[src/rtl/vga_timing_gen.sv]
// Raster timing generator for 1024x768 video.
// Counters plus sync/blank/frame flags, all registered.
package vga_pkg;
  localparam int HOR_TOTAL_TIME  = 1344;
  localparam int HOR_SYNC_START  = 1048;
  localparam int HOR_SYNC_END    = 1184;
  localparam int HOR_BLANK_START = 1024;
  localparam int HOR_BLANK_END   = 1344;
  localparam int VER_TOTAL_TIME  = 806;
  localparam int VER_SYNC_START  = 771;
  localparam int VER_SYNC_END    = 777;
  localparam int VER_BLANK_START = 768;
  localparam int VER_BLANK_END   = 806;
endpackage

module vga_timing_gen
  import vga_pkg::*;
#(
  parameter int H_TOTAL       = HOR_TOTAL_TIME,
  parameter int H_SYNC_START  = HOR_SYNC_START,
  parameter int H_SYNC_END    = HOR_SYNC_END,
  parameter int H_BLANK_START = HOR_BLANK_START,
  parameter int H_BLANK_END   = HOR_BLANK_END,
  parameter int V_TOTAL       = VER_TOTAL_TIME,
  parameter int V_SYNC_START  = VER_SYNC_START,
  parameter int V_SYNC_END    = VER_SYNC_END,
  parameter int V_BLANK_START = VER_BLANK_START,
  parameter int V_BLANK_END   = VER_BLANK_END,
  parameter int CNT_W         = 11
) (
  input  logic             clk,
  input  logic             rst,
  output logic [CNT_W-1:0] hcount,
  output logic             hsync,
  output logic             hblnk,
  output logic [CNT_W-1:0] vcount,
  output logic             vsync,
  output logic             vblnk,
  output logic             frame_start
);

  typedef logic [CNT_W-1:0] cnt_t;

  localparam cnt_t HT_M1 = cnt_t'(H_TOTAL - 1);
  localparam cnt_t VT_M1 = cnt_t'(V_TOTAL - 1);
  localparam cnt_t HSS   = cnt_t'(H_SYNC_START);
  localparam cnt_t HSE   = cnt_t'(H_SYNC_END);
  localparam cnt_t HBS   = cnt_t'(H_BLANK_START);
  localparam cnt_t HBE   = cnt_t'(H_BLANK_END);
  localparam cnt_t VSS   = cnt_t'(V_SYNC_START);
  localparam cnt_t VSE   = cnt_t'(V_SYNC_END);
  localparam cnt_t VBS   = cnt_t'(V_BLANK_START);
  localparam cnt_t VBE   = cnt_t'(V_BLANK_END);

  cnt_t h_nxt;
  cnt_t v_nxt;
  logic h_wrap;
  logic v_wrap;

  function automatic logic in_rng(cnt_t x, cnt_t lo, cnt_t hi);
    return (x >= lo) && (x < hi);
  endfunction

  // Next counter values; flags are derived from these so they align.
  always_comb begin
    h_wrap = (hcount == HT_M1);
    v_wrap = (vcount == VT_M1);
    h_nxt  = h_wrap ? '0 : hcount + 1'b1;
    v_nxt  = vcount;
    if (h_wrap) begin
      v_nxt = v_wrap ? '0 : vcount + 1'b1;
    end
  end

  // Register counters and flags on the same edge.
  always_ff @(posedge clk) begin
    if (rst) begin
      hcount      <= '0;
      vcount      <= '0;
      hsync       <= 1'b0;
      hblnk       <= 1'b0;
      vsync       <= 1'b0;
      vblnk       <= 1'b0;
      frame_start <= 1'b0;
    end else begin
      hcount      <= h_nxt;
      vcount      <= v_nxt;
      hsync       <= in_rng(h_nxt, HSS, HSE);
      hblnk       <= in_rng(h_nxt, HBS, HBE);
      vsync       <= in_rng(v_nxt, VSS, VSE);
      vblnk       <= in_rng(v_nxt, VBS, VBE);
      frame_start <= h_wrap && v_wrap;
    end
  end

endmodule

[config.mk]
export PLATFORM = sky130hd
export DESIGN_NAME = vga_timing_gen
export DESIGN_NICKNAME = d
export VERILOG_FILES = /design/src/rtl/vga_timing_gen.sv
export SDC_FILE = /design/constraint.sdc
export NUM_CORES = 1
export LEC_CHECK = 0
export ABC_CLOCK_PERIOD_IN_PS = 5100
export CORE_MARGIN = 10
export CORE_UTILIZATION = 50
export DETAILED_ROUTE_END_ITERATION = 7
export PLACE_DENSITY = 0.78
export SETUP_SLACK_MARGIN = 0.1
export SLEW_MARGIN = 20
export SYNTH_ARGS = -nofsm -noshare
export SYNTH_HDL_FRONTEND = slang
export SYNTH_SLANG_ARGS = --single-unit
export TNS_END_PERCENT = 1
[constraint.sdc]
create_clock -name clk -period 5.1 [get_ports clk]
set_input_delay 0.765 -clock clk [delete_from_list [all_inputs] [get_ports clk]]
set_output_delay 0.765 -clock clk [all_outputs]
set_load 0.01 [all_outputs]
* After elaboration in Yosys (flattened, before gate mapping)
Cells that the tools add are included.
Storage, ports and cells: register bits 27, input bits 2, output and inout port bits 27, logic and storage cells 27
Cells by class: add/subtract/negate cells 2, order comparisons 8, equal/unequal tests 2, multiplexer cells 3, reductions and logical operators 5
Operator list (count):
- 11-bit two-way mux | 3
- 11-bit by 1-bit adder with 11-bit output (second input constant) | 2
- 11-bit by 10-bit >= comparator with 1-bit output (second input constant) | 2
- 11-bit >= comparator (second input constant) | 2
- 11-bit by 10-bit less-than comparator with 1-bit output (second input constant) | 2
- 11-bit less-than comparator (second input constant) | 2
- 11-bit by 10-bit equality test with 1-bit output (second input constant) | 1
- 11-bit equality test (second input constant) | 1
- 1-bit logical AND | 5

* Depth between registers and ports, before layout
depth in word-level cells 5, depth in mapped cells 8

* Least setup slack after synthesis
Ideal clock, no wire load.
kind reg2reg, start reg vcount[0], end reg vsync, library setup time 0.078 ns, arrival time 1.927 ns, data required time 5.022 ns, path slack 3.095 ns, cell stages (with the launch flop) 8, cell sequence dfxtp_1 ha_1 nand3_1 or2_2 or3_1 a31oi_1 nand4_1 nor3_1
On the way: word-level cells in the longest chain between the ends 5, elaborated cells between the ends (all ways) 7, those cells by class add/sub (1); order compare (2); eq/ne (1); mux (2); reduce/logical (1)
Ends and longest elaborated chain:
- start, declared | line 36 | output logic [CNT_W-1:0] vcount,
- start signal, assigned | line 87 | vcount <= v_nxt;
- 11-bit by 1-bit adder with 11-bit output / 11-bit by 10-bit equality test with 1-bit output (equally long branches) | line 71, 67
- 11-bit two-way mux | line 71 | v_nxt = v_wrap ? '0 : vcount + 1'b1;
- 11-bit two-way mux (*) | line 70 | if (h_wrap) begin
- 11-bit by 10-bit >= comparator with 1-bit output / 11-bit by 10-bit less-than comparator with 1-bit output (equally long branches) | line 61 | return (x >= lo) && (x < hi);
- 1-bit logical AND (*) | line 61
- end signal, assigned | line 90 | vsync <= in_rng(v_nxt, VSS, VSE);
- end, declared | line 37 | output logic vsync,
Mark *: on every way between the ends. The rest lies on a longest branch, timed or not. A chain may end at the register's enable or synchronous reset.

* Worst setup path after layout
start reg hcount[0], end reg vsync
On the way: word-level cells in the longest chain between the ends 4, elaborated cells between the ends (all ways) 5, those cells by class order compare (2); eq/ne (1); mux (1); reduce/logical (1)
Ends and longest elaborated chain:
- start, declared | line 33 | output logic [CNT_W-1:0] hcount,
- start signal, assigned | line 86 | hcount <= h_nxt;
- 11-bit equality test (*) | line 66 | h_wrap = (hcount == HT_M1);
- 11-bit two-way mux (*) | line 70
- 11-bit by 10-bit >= comparator with 1-bit output / 11-bit by 10-bit less-than comparator with 1-bit output (equally long branches) | line 61
- 1-bit logical AND (*) | line 61
Marks and branches as above.

==> flow_metrics.tcl <==
set metrics [dict create \
    setup_viol 0 \
    die-area_um2 5540 \
    p_comb_share_pct 5.1 \
    critPathRequiredTime_ns 5.37 \
    path_clk_slew_ns 0.15 \
    routed_wl_um 3760 \
    io_buffers 28 \
    core_um2 2810 \
    synth_edf_count 0 \
    setup_tns_ns 0 \
    rows 19 \
    internal_power_uw 252 \
    drive_gt1_share_pct 4.83 \
    rr_startpoint "hcount[0]$_SDFF_PP0_" \
    arrival_ns 2.73 \
    ys.flop_type "dfxtp_1" \
    syn-instance-count 183 \
    cts.path.max_buffers 2 \
    ys_ff_latch 27 \
    slew_headroom_pct 45.5 \
    nets 213 \
    antenna_found_initial 0 \
    crit_type "reg -> reg" \
    critPathCaptureType "flip-flop" \
    vias_per_cell 5.98 \
    whs_endpoint "hcount[0]$_SDFF_PP0_" \
    grt_pass1_wl_um 6000 \
    synth_cell_types 42 \
    drt.antenna.violating_nets 0 \
    worst_pin_slew_ns 0.815 \
    hpwl_um 2800 \
    hp-start "hcount[0]$_SDFF_PP0_" \
    fp.dieW_um 74.5 \
    grt_pass1_vias 1315 \
    io_pins 29 \
    htree_levels 1 \
    synthArstFlopShare_pct 0 \
    rsz0062_at_grt "no" \
    firstDrtPassIters 4 \
    synth-seq-area-share_pct 36.5 \
    dpl-instance-area_um2 1760 \
    finalInstanceArea_um2 1790 \
    cts_tree "built" \
    ys_warn_count 0 \
    start_util_pct 52.9 \
    switching_share_pct 23.9 \
    timing.final.hold_violations 0 \
    grt_util_all_layers_pct 13.4 \
    clockRootBuffer "clkbuf_4" \
    cp_cell_sequence "ha_1, and2_1, nand3_1, nor3_1, mux2i_1, nand4_1, nor3_1" \
    powerDensity_nw_per_um2 186 \
    r2r_setup_slack_ns 2.64 \
    worst_ir_drop_vdd_uv 143 \
    seqPwrFrac_pct 65.7 \
    vias 1423 \
    outcome "completed" \
    drc 0 \
    power_frac_clock_pct 29.2 \
    cts_setup_buffers 0 \
    period_share_pct 48.3 \
    num_antenna_cells 0 \
    power.leakage_nw 0.622 \
    slowest_delay_ns 0.52 \
    drv_cap 0 \
    reg2reg_depth 7 \
    drv_slew 0 \
    drt_iter0_markers 80 \
    fin_skew_ns 0.00451 \
    cpMaxStageDelayCell "nor3_1" \
    r2r-end "vsync$_SDFF_PP0_" \
    routedWlPerCell_um 15.8 \
    hp-class "reg -> reg" \
    crit_top_cell "nor3_1" \
    gp_congestion 0.868 \
    worstHoldPathCells 1 \
    cts_hold_buffers 0 \
    syn_area_um2 1480 \
    die_h_um 74.5 \
    post_cts_resized 0 \
    cts_sinks 27 \
    cp_max_fo 14 \
    cp-start-kind "flip-flop" \
    cts_buffers 3 \
    fmax_ghz 0.406 \
    finalCriticalPeriod_ns 2.46 \
    clk_latency_ns 0.33 \
    grt_max_degree 22 \
    syn_to_final_growth_pct 20.5 \
    syn-num-nets 188 \
    p_switching_uw 79.4 \
    syn-mean-instance-area_um2 8.10 \
    grt_overflow 0 \
]
[cell families after synthesis]
kind of cell	share of synthesized area, %
compound gates	11.3
xor+xnor	8.86
fa+ha+maj	2.53
buf+inv	3.54
flops	36.5
mux	2.03
simple gates	35.3
[cell usage in the layout, fill, tap and decap left out, drive strengths merged, types with 3 or more instances in the layout]
cell           count
a21oi              4
and2               4
and4               3
clkbuf             3
clkdlybuf4s50     28
dfxtp             27
ha                 3
mux2i              3
nand2             17
nand3             15
nand4              5
nor2              24
nor3              13
o21ai              9
or3                4
xnor2              8
xor2               7
[final cells by class]
class	instances	area, um^2
clock buffers	3	22.5
inverters	2	7.51
flip-flops and latches	27	541
fillers	255	1020
clock inverters	1	7.51
well taps	31	38.8
multi-input cells	146	890
repair buffers	28	280
[worst max-delay path: cells and delay by family, from the launching register on]
| kind | cells | cell delay, ns |
|---|---|---|
| flip-flops | 1 | 0.42 |
| adder cells (fa/ha/maj) | 1 | 0.29 |
| AND/OR/NAND/NOR | 5 | 1.45 |
| multiplexers | 1 | 0.23 |
[cell usage after synthesis (2+ instances only)]
library cell	count	area, um^2
dfxtp_1	27	541
nor2_1	24	90.1
nand2_1	17	63.8
nand3_1	15	75.1
nor3_1	13	65.1
o21ai_0	9	45.0
xnor2_1	8	70.1
xor2_1	7	61.3
clkbuf_1	5	18.8
nand4_1	5	31.3
a21oi_1	4	20.0
and2_1	4	25.0
or3_1	4	25.0
ha_1	3	37.5
mux2i_1	3	30.0
a211o_1	2	17.5
and4_4	2	22.5
buf_6	2	22.5
inv_1	2	7.51
nand2b_1	2	12.5
nor2b_1	2	12.5
nor4_1	2	12.5
o31a_1	2	17.5
[stage by stage]
stage / hold slack, ns / setup slack (ns) / power [mW] / std cells / utilization (%)
floorplan: 0.544 / 3.10 / 0.231 / 183 / -
global placement: 0.490 / 2.77 / 0.239 / 234 / 62.6
detailed placement: 0.522 / 2.69 / 0.239 / 234 / 62.6
CTS: 0.537 / 2.65 / 0.331 / 238 / 63.7
global route: 0.559 / 2.36 / 0.343 / 238 / 63.7
finish: 0.531 / 2.64 / 0.332 / 238 / 63.7
[power groups by stage]
stage / clock (mW) / combinational [mW] / sequential [mW]
2_1_floorplan: 0 / 0.00773 / 0.223
3_3_place_gp: 0 / 0.0168 / 0.222
3_5_place_dp: 0 / 0.0171 / 0.222
4_1_cts: 0.0964 / 0.0172 / 0.218
5_1_grt: 0.106 / 0.0189 / 0.219
6_report: 0.0967 / 0.0170 / 0.218
[flip-flops by register name (all words and copies together) (netlist names)]
name         flops
vcount          11
vblnk            1
hsync            1
hblnk            1
vsync            1
hcount          11
frame_start      1
[worst max path at each step]
| stage | from | end | cells past startpoint |
|---|---|---|---|
| detailed placement | rst | vsync$_SDFF_PP0_ | 4 |
| floorplan | vcount[0]$_SDFF_PP0_ | vsync$_SDFF_PP0_ | 7 |
| global placement | hcount[0]$_SDFF_PP0_ | vsync$_SDFF_PP0_ | 7 |
| global route | hcount[0]$_SDFF_PP0_ | vsync$_SDFF_PP0_ | 7 |
| finish | hcount[0]$_SDFF_PP0_ | vsync$_SDFF_PP0_ | 7 |
| CTS | hcount[0]$_SDFF_PP0_ | vsync$_SDFF_PP0_ | 7 |
[per-layer routing]
layer  GRT usage, %  part of all wire, %  vias up
li1               -                    -      706
met1           15.3                   42      669
met2           23.3                   49       44
met3           3.86                  8.0        4
met4           4.83                 0.96        0
met5              0                    0        -
(Power assumes the default switching activity.)
